==> config.mk <==
export PLATFORM = sky130hd
export DESIGN_NAME = vga_timing_gen
export DESIGN_NICKNAME = d
export VERILOG_FILES = /design/src/rtl/vga_timing_gen.sv
export SDC_FILE = /design/constraint.sdc
export NUM_CORES = 1
export LEC_CHECK = 0
export BUFFER_PORTS_ARGS = -buffer_cell sky130_fd_sc_hd__buf_2
export CAP_MARGIN = 20
export CORE_ASPECT_RATIO = 0.5
export CORE_MARGIN = 4
export CORE_UTILIZATION = 54
export DETAILED_ROUTE_END_ITERATION = 8
export PLACE_DENSITY = 0.89
export SKIP_CTS_REPAIR_TIMING = 1
export SLEW_MARGIN = 5
export SYNTH_ARGS = -nofsm -noshare
export SYNTH_HDL_FRONTEND = slang
export SYNTH_SLANG_ARGS = --single-unit
==> constraint.sdc <==
create_clock -name vga_clk -period 2.2 [get_ports vga_clk]
set_input_delay 0.44 -clock vga_clk [delete_from_list [all_inputs] [get_ports vga_clk]]
set_output_delay 0.44 -clock vga_clk [all_outputs]
set_load 0.01 [all_outputs]
==> src/rtl/vga_timing_gen.sv <==
// VGA raster timing generator.
// Free-running pixel/line counters with registered sync, blanking and
// start-of-line/frame strobes. Every strobe is decoded from the next-count
// values, so it lines up with the DrawX/DrawY value it describes.
module vga_timing_gen #(
    parameter int H_VISIBLE = 640,
    parameter int H_FRONT   = 16,
    parameter int H_SYNC    = 96,
    parameter int H_BACK    = 48,
    parameter int V_VISIBLE = 480,
    parameter int V_FRONT   = 10,
    parameter int V_SYNC    = 2,
    parameter int V_BACK    = 33
) (
    input  logic       vga_clk,
    input  logic       reset_n,
    output logic [9:0] DrawX,
    output logic [9:0] DrawY,
    output logic       hs,
    output logic       vs,
    output logic       blank,
    output logic       line_start,
    output logic       frame_start,
    output logic [7:0] frame_count
);

    localparam int H_TOTAL = H_VISIBLE + H_FRONT + H_SYNC + H_BACK;
    localparam int V_TOTAL = V_VISIBLE + V_FRONT + V_SYNC + V_BACK;

    localparam logic [9:0] H_LAST    = 10'(H_TOTAL - 1);
    localparam logic [9:0] V_LAST    = 10'(V_TOTAL - 1);
    localparam logic [9:0] H_VIS_END = 10'(H_VISIBLE);
    localparam logic [9:0] V_VIS_END = 10'(V_VISIBLE);
    localparam logic [9:0] H_SYNC_LO = 10'(H_VISIBLE + H_FRONT);
    localparam logic [9:0] H_SYNC_HI = 10'(H_VISIBLE + H_FRONT + H_SYNC);
    localparam logic [9:0] V_SYNC_LO = 10'(V_VISIBLE + V_FRONT);
    localparam logic [9:0] V_SYNC_HI = 10'(V_VISIBLE + V_FRONT + V_SYNC);

    // Half-open window test: lo <= v < hi.
    function automatic logic in_window(input logic [9:0] v,
                                       input logic [9:0] lo,
                                       input logic [9:0] hi);
        return (v >= lo) && (v < hi);
    endfunction

    logic       h_wrap;
    logic       v_wrap;
    logic       frame_wrap;
    logic [9:0] x_p0;
    logic [9:0] y_p0;

    // Next-count values: the registered outputs are all decoded from these.
    always_comb begin
        h_wrap     = (DrawX == H_LAST);
        v_wrap     = (DrawY == V_LAST);
        frame_wrap = h_wrap && v_wrap;
        x_p0       = h_wrap ? 10'd0 : DrawX + 10'd1;
        y_p0       = DrawY;
        if (h_wrap) begin
            y_p0 = v_wrap ? 10'd0 : DrawY + 10'd1;
        end
    end

    // Raster counters and completed-frame counter.
    always_ff @(posedge vga_clk or negedge reset_n) begin
        if (!reset_n) begin
            DrawX       <= 10'd0;
            DrawY       <= 10'd0;
            frame_count <= 8'd0;
        end else begin
            DrawX <= x_p0;
            DrawY <= y_p0;
            if (frame_wrap) begin
                frame_count <= frame_count + 8'd1;
            end
        end
    end

    // Sync, blanking and strobes decoded from the next counts so they land
    // in the same cycle as the position they describe. The reset state at
    // (0,0) never produced a strobe, so the first frame has no start pulse.
    always_ff @(posedge vga_clk or negedge reset_n) begin
        if (!reset_n) begin
            hs          <= 1'b1;
            vs          <= 1'b1;
            blank       <= 1'b0;
            line_start  <= 1'b0;
            frame_start <= 1'b0;
        end else begin
            hs          <= !in_window(x_p0, H_SYNC_LO, H_SYNC_HI);
            vs          <= !in_window(y_p0, V_SYNC_LO, V_SYNC_HI);
            blank       <= (x_p0 < H_VIS_END) && (y_p0 < V_VIS_END);
            line_start  <= h_wrap;
            frame_start <= frame_wrap;
        end
    end

endmodule

### Word level (Yosys, flattened, before mapping)

Index checks and enable logic that the tools add are counted.

| word-level totals | value |
|---|---|
| word-level logic and storage cells | 28 |
| bits in registers | 33 |

| operators by class | value |
|---|---|
| equal/unequal tests | 2 |
| add/sub/neg operators | 3 |
| mux-type cells | 3 |
| reduce and logical (&&, ||, !) cells | 6 |
| order comparisons | 6 |

Operators with widths:

| operator | number |
|---|---|
| $mux W10 | 3 |
| $add A10 B1 Y10 const B | 2 |
| $eq A10 B10 Y1 const B | 2 |
| $lt A10 B10 Y1 const B | 2 |
| $lt A10 B9 Y1 const B | 2 |
| $ge A10 B10 Y1 const B | 1 |
| $ge A10 B9 Y1 const B | 1 |
| $add A8 B1 Y8 const B | 1 |
| $logic_and A1 B1 Y1 | 4 |
| $logic_not A1 Y1 | 2 |

### Longest topological paths before layout

| depth | value |
|---|---|
| word-level depth | 6 |
| depth in mapped cells | 9 |
| gate-level depth less buffers | 7 |

### Least setup slack after synthesis

OpenSTA, ideal clock, no wires.

| timing | value |
|---|---|
| path type | register to register |
| start | register DrawY[0] |
| end | register frame_count[4] |
| required time | 2073 ps |
| path buffers | 1 |
| stages on the path, launching flop included | 9 |
| data arrival time | 1814 ps |
| path slack | 258 ps |
| library setup time | 127 ps |
| cell sequence | dfrtp_1 > inv_1 > ha_1 > nand4_1 > or4_4 > nor2_4 > buf_8 > nand4_4 > xnor2_2 |

| between the ends | value |
|---|---|
| longest elaborated chain between the ends | 2 |

RTL lines:

| item | line | source |
|---|---|---|
| start: declaration | 18 | `output logic [9:0] DrawY,` |
| start signal: assignment | 72 | `DrawY <= y_p0;` |
| $eq A10 B10 Y1 | 55 | `v_wrap = (DrawY == V_LAST);` |
| $logic_and A1 B1 Y1 | 56 | `frame_wrap = h_wrap && v_wrap;` |
| named net frame_wrap | 48 | `logic frame_wrap;` |
| end signal: assignment | 74 | `frame_count <= frame_count + 8'd1;` |
| end: declaration | 24 | `output logic [7:0] frame_count` |

The timed path passes the listed nets, and every way through them passes these cells.
A chain may end at the register's enable or synchronous reset.

### Final worst setup path

| timing | value |
|---|---|
| start | register DrawX[0] |
| end | register blank |

| between the ends | value |
|---|---|
| longest elaborated chain between the ends | 4 |
| elaborated cells between the ends (all ways) | 7 |

RTL lines:

| item | line | source |
|---|---|---|
| start: declaration | 17 | `output logic [9:0] DrawX,` |
| start signal: assignment | 71 | `DrawX <= x_p0;` |
| $eq A10 B10 Y1 | 54 | `h_wrap = (DrawX == H_LAST);` |
| $mux W10 | 59 | `if (h_wrap) begin` |
| named net y_p0[9] | 50 | `logic [9:0] y_p0;` |
| $lt A10 B9 Y1 | 92 | `blank <= (x_p0 < H_VIS_END) && (y_p0 < V_VIS_END);` |
| $logic_and A1 B1 Y1 | 92 |  |
| end signal: assignment | 92 |  |
| end: declaration | 21 | `output logic blank,` |

The timed path passes the listed nets, and every way through them passes these cells.

==> key figures <==
Run status
  – Status: finished, final reports clean

Timing
  – Crit path time final: about 2.1 ns
  – Pin slew with the least headroom to its limit: 0.728 ns
  – Rel. slew slack: 51.4%
  – Max Freq: 0.467 GHz
  – Final setup violation count: 0
  – Final period utilization: roughly 100%
  – Fin Clk Skew: 0.00602 ns
  – Final Hold Vio Count: 0
  – Final max-slew violation count: 0

Setup path
  – CP peak stage delay: 0.50 ns
  – WP data required: 2.36 ns
  – Arr. time, crit path: between 2 and 2.5 ns
  – Reg2Reg Setup Slack: 0.06 ns
  – Crit. End Element: register
  – Crit start category: register
  – R2R cell count: 6
  – Worst-path cell chain: ha_1 -> and4_2 -> nand4_2 -> nor4_1 -> o22a_2 -> a211oi_2
  – Crit path kind: reg -> reg
  – Worst-path maximum fanout: 6
  – Worst path slowest cell: nor4_1
  – WP depth: 6
  – Crit-path leading delay family: simple AND/OR/NAND/NOR gates
  – Crit path buffers/inverters: 0

Drt
  – DRT Pass-1 Iters: 4
  – Vias per inst: 5.63
  – WL/cell: 16.0 um
  – Remaining antenna violation count after routing: 0
  – Drc violations: 0
  – Initial drt markers: 129
  – Total Wirelength: between 3000 and 4000 um
  – Routed via count: 1,396

Clock network
  – Clock sinks: 33
  – TritonCTS Buffers: 5
  – Clock tree root buffer cell: clkbuf_8
  – Worst skew pair latency: 0.29 ns
  – Worst-path clk slew: 0.07 ns
  – Deepest clock path buffer count: 2
  – CTS H-Tree Depth: 2
  – CTS tree: done

Synth
  – Avg Inst Size Synth: 10.9 um2
  – Netlist cell types: 44
  – Synthesized area: approximately 1800 um2
  – Register area share after synthesis: roughly 47%
  – Synthesized Nets: 167
  – Yosys warnings: 0
  – Yosys reg bits: 33
  – Cells after Synth: 160

Flow run
  – Max_cap viols: 0

Final layout
  – Synth-to-layout area growth: 21.7%
  – Commonest non-fill, non-tap cell in the layout: buf_2
  – Diodes inserted: 0
  – Fraction of layout cells with a size suffix above 1: 34.1%
  – Finished Layout Cells: 248
  – Commonest non-fill, non-tap cells in the layout: buf_2, dfrtp_1
  – Final Util: 69.9%
  – # nets final: between 200 and 250

Hold path
  – Hold Crit Class: in -> async

Power and ir drop
  – Logic pwr share: under 10%
  – P_int: 0.890 mW
  – Cell leakage power: 1.05 nW
  – Flop pwr share: 54.2%
  – Net Sw Frac: 20.5%
  – Power Dens Cells: between 500 and 600 nW/um2
  – Clock Power Share: 44.7%
  – Switch Pwr: 0.229 mW
  – VDD IR-drop max: 371 uV

Floorplanning
  – Die area: between 4000 and 5000 um2
  – Num rows: 14
  – Core area: 3050 um2
  – I/O pins: 35
  – Initial core utilization: 57.4%
  – Die width: 88.5 um
  – Die height: about 48 um

Placement
  – Final HPWL DP: 2680 um
  – Port Buffers: 34
  – Routability Congestion: 0.857
  – Inst Count DP: between 200 and 250

Global routing
  – Number of global-route vias before repair: about 1,400
  – Largest net degree at the start of global routing: 34
  – GRT overflow: 0
  – First-pass GRT wire length: 6510 um
  – Initial antenna violation count: 0
  – Overall routing resource usage: 21.2%
==> kinds of logic (layout without fill, tap and decap cells) <==
family,count (synthesis),count (layout),share of synthesized area (%)
AOI/OAI and AO/OA,22,22,9.72
xor gates and xnor gates,22,22,11.4
adders and majority gates,5,5,3.57
buffers and inverters,12,60,4.00
DFF,33,33,47.3
muxes,1,1,0.643
and+or+nand+nor,65,65,23.3
==> final timing paths <==
| kind | from | endpoint |
|---|---|---|
| worst max-delay path | DrawX[0] | blank |
| worst min-delay path | reset_n | frame_count[2] |
| worst max register to register | DrawX[0] | blank |
| worst min register to register | frame_count[7] | frame_count[7] |
| max in group asynchronous | reset_n | DrawX[8] |
| min in group vga_clk | frame_count[7] | frame_count[7] |
==> stage by stage <==
step           hold WS, ns  worst slack (ns)  TNS, ns  instance area [um2]  power (mW)
2_1_floorplan        0.144             0.258        0                 1750       0.618
3_3_place_gp         0.458             0.214        0                 1980       0.630
3_5_place_dp         0.460             0.106        0                 1980       0.631
4_1_cts              0.223            0.0671        0                 2080        1.14
5_1_grt              0.252           -0.0270  -0.0270                 2130        1.18
6_report             0.204            0.0591        0                 2130        1.12
==> power by group through the flow <==
| stage | clock network (mW) | registers (mW) | logic (mW) |
|---|---|---|---|
| 3_5_place_dp | 0 | 0.618 | 0.0129 |
| 2_1_floorplan | 0 | 0.618 | 0.000000354 |
| 3_3_place_gp | 0 | 0.618 | 0.0123 |
| 6_report | 0.501 | 0.607 | 0.0119 |
| 4_1_cts | 0.516 | 0.607 | 0.0128 |
| 5_1_grt | 0.556 | 0.606 | 0.0145 |
==> per-layer routing <==
metal  up-vias  routed length [um]  share of wire, %  track usage (%)
met5         -                   0                 0                0
met4         0                  21              0.53             6.33
met3         4                 197               5.0             7.93
met2        36                1970                50             35.8
met1       691                1780                45             26.2
li1        665                   -                 -                -
==> Yosys cell counts (all sizes together) <==
cell type | instances | area (um2)
nand4b | 1 | 8.76
o22a | 1 | 10.0
o21bai | 3 | 22.5
nand2 | 12 | 45.0
nor2 | 13 | 56.3
o31a | 1 | 8.76
o2111ai | 3 | 26.3
mux2 | 1 | 11.3
a221oi | 1 | 15.0
a21o | 3 | 22.5
or4 | 3 | 26.3
buf | 4 | 38.8
xor2 | 9 | 78.8
or3 | 1 | 6.26
nor3 | 2 | 10.0
ha | 5 | 62.6
o211ai | 1 | 7.51
dfrtp | 31 | 776
o21ai | 3 | 15.0
nand4 | 11 | 96.3
nor4b | 1 | 23.8
a21oi | 3 | 15.0
a211oi | 1 | 12.5
a211o | 1 | 8.76
a31oi | 1 | 6.26
inv | 6 | 22.5
and2 | 3 | 18.8
and3 | 5 | 31.3
nor4 | 2 | 12.5
dfstp | 2 | 52.6
and4 | 2 | 17.5
xnor2 | 13 | 121
clkbuf | 2 | 8.75
nand3 | 9 | 55.1
==> flip-flops by register name, indices dropped and copies added (netlist names) <==
| name | count |
|---|---|
| DrawX | 10 |
| DrawY | 10 |
| blank | 1 |
| frame_count | 8 |
| frame_start | 1 |
| hs | 1 |
| line_start | 1 |
| vs | 1 |
==> area by class of cell <==
class	count	area [um2]
fillers	227	918
multi-input cells	115	867
flip-flops and latches	33	828
clock inverters	1	5.00
clock buffers	7	96.3
well taps	40	50.0
repair buffers	46	260
inverters	6	22.5
No activity file was read; power rests on OpenSTA's default activity.
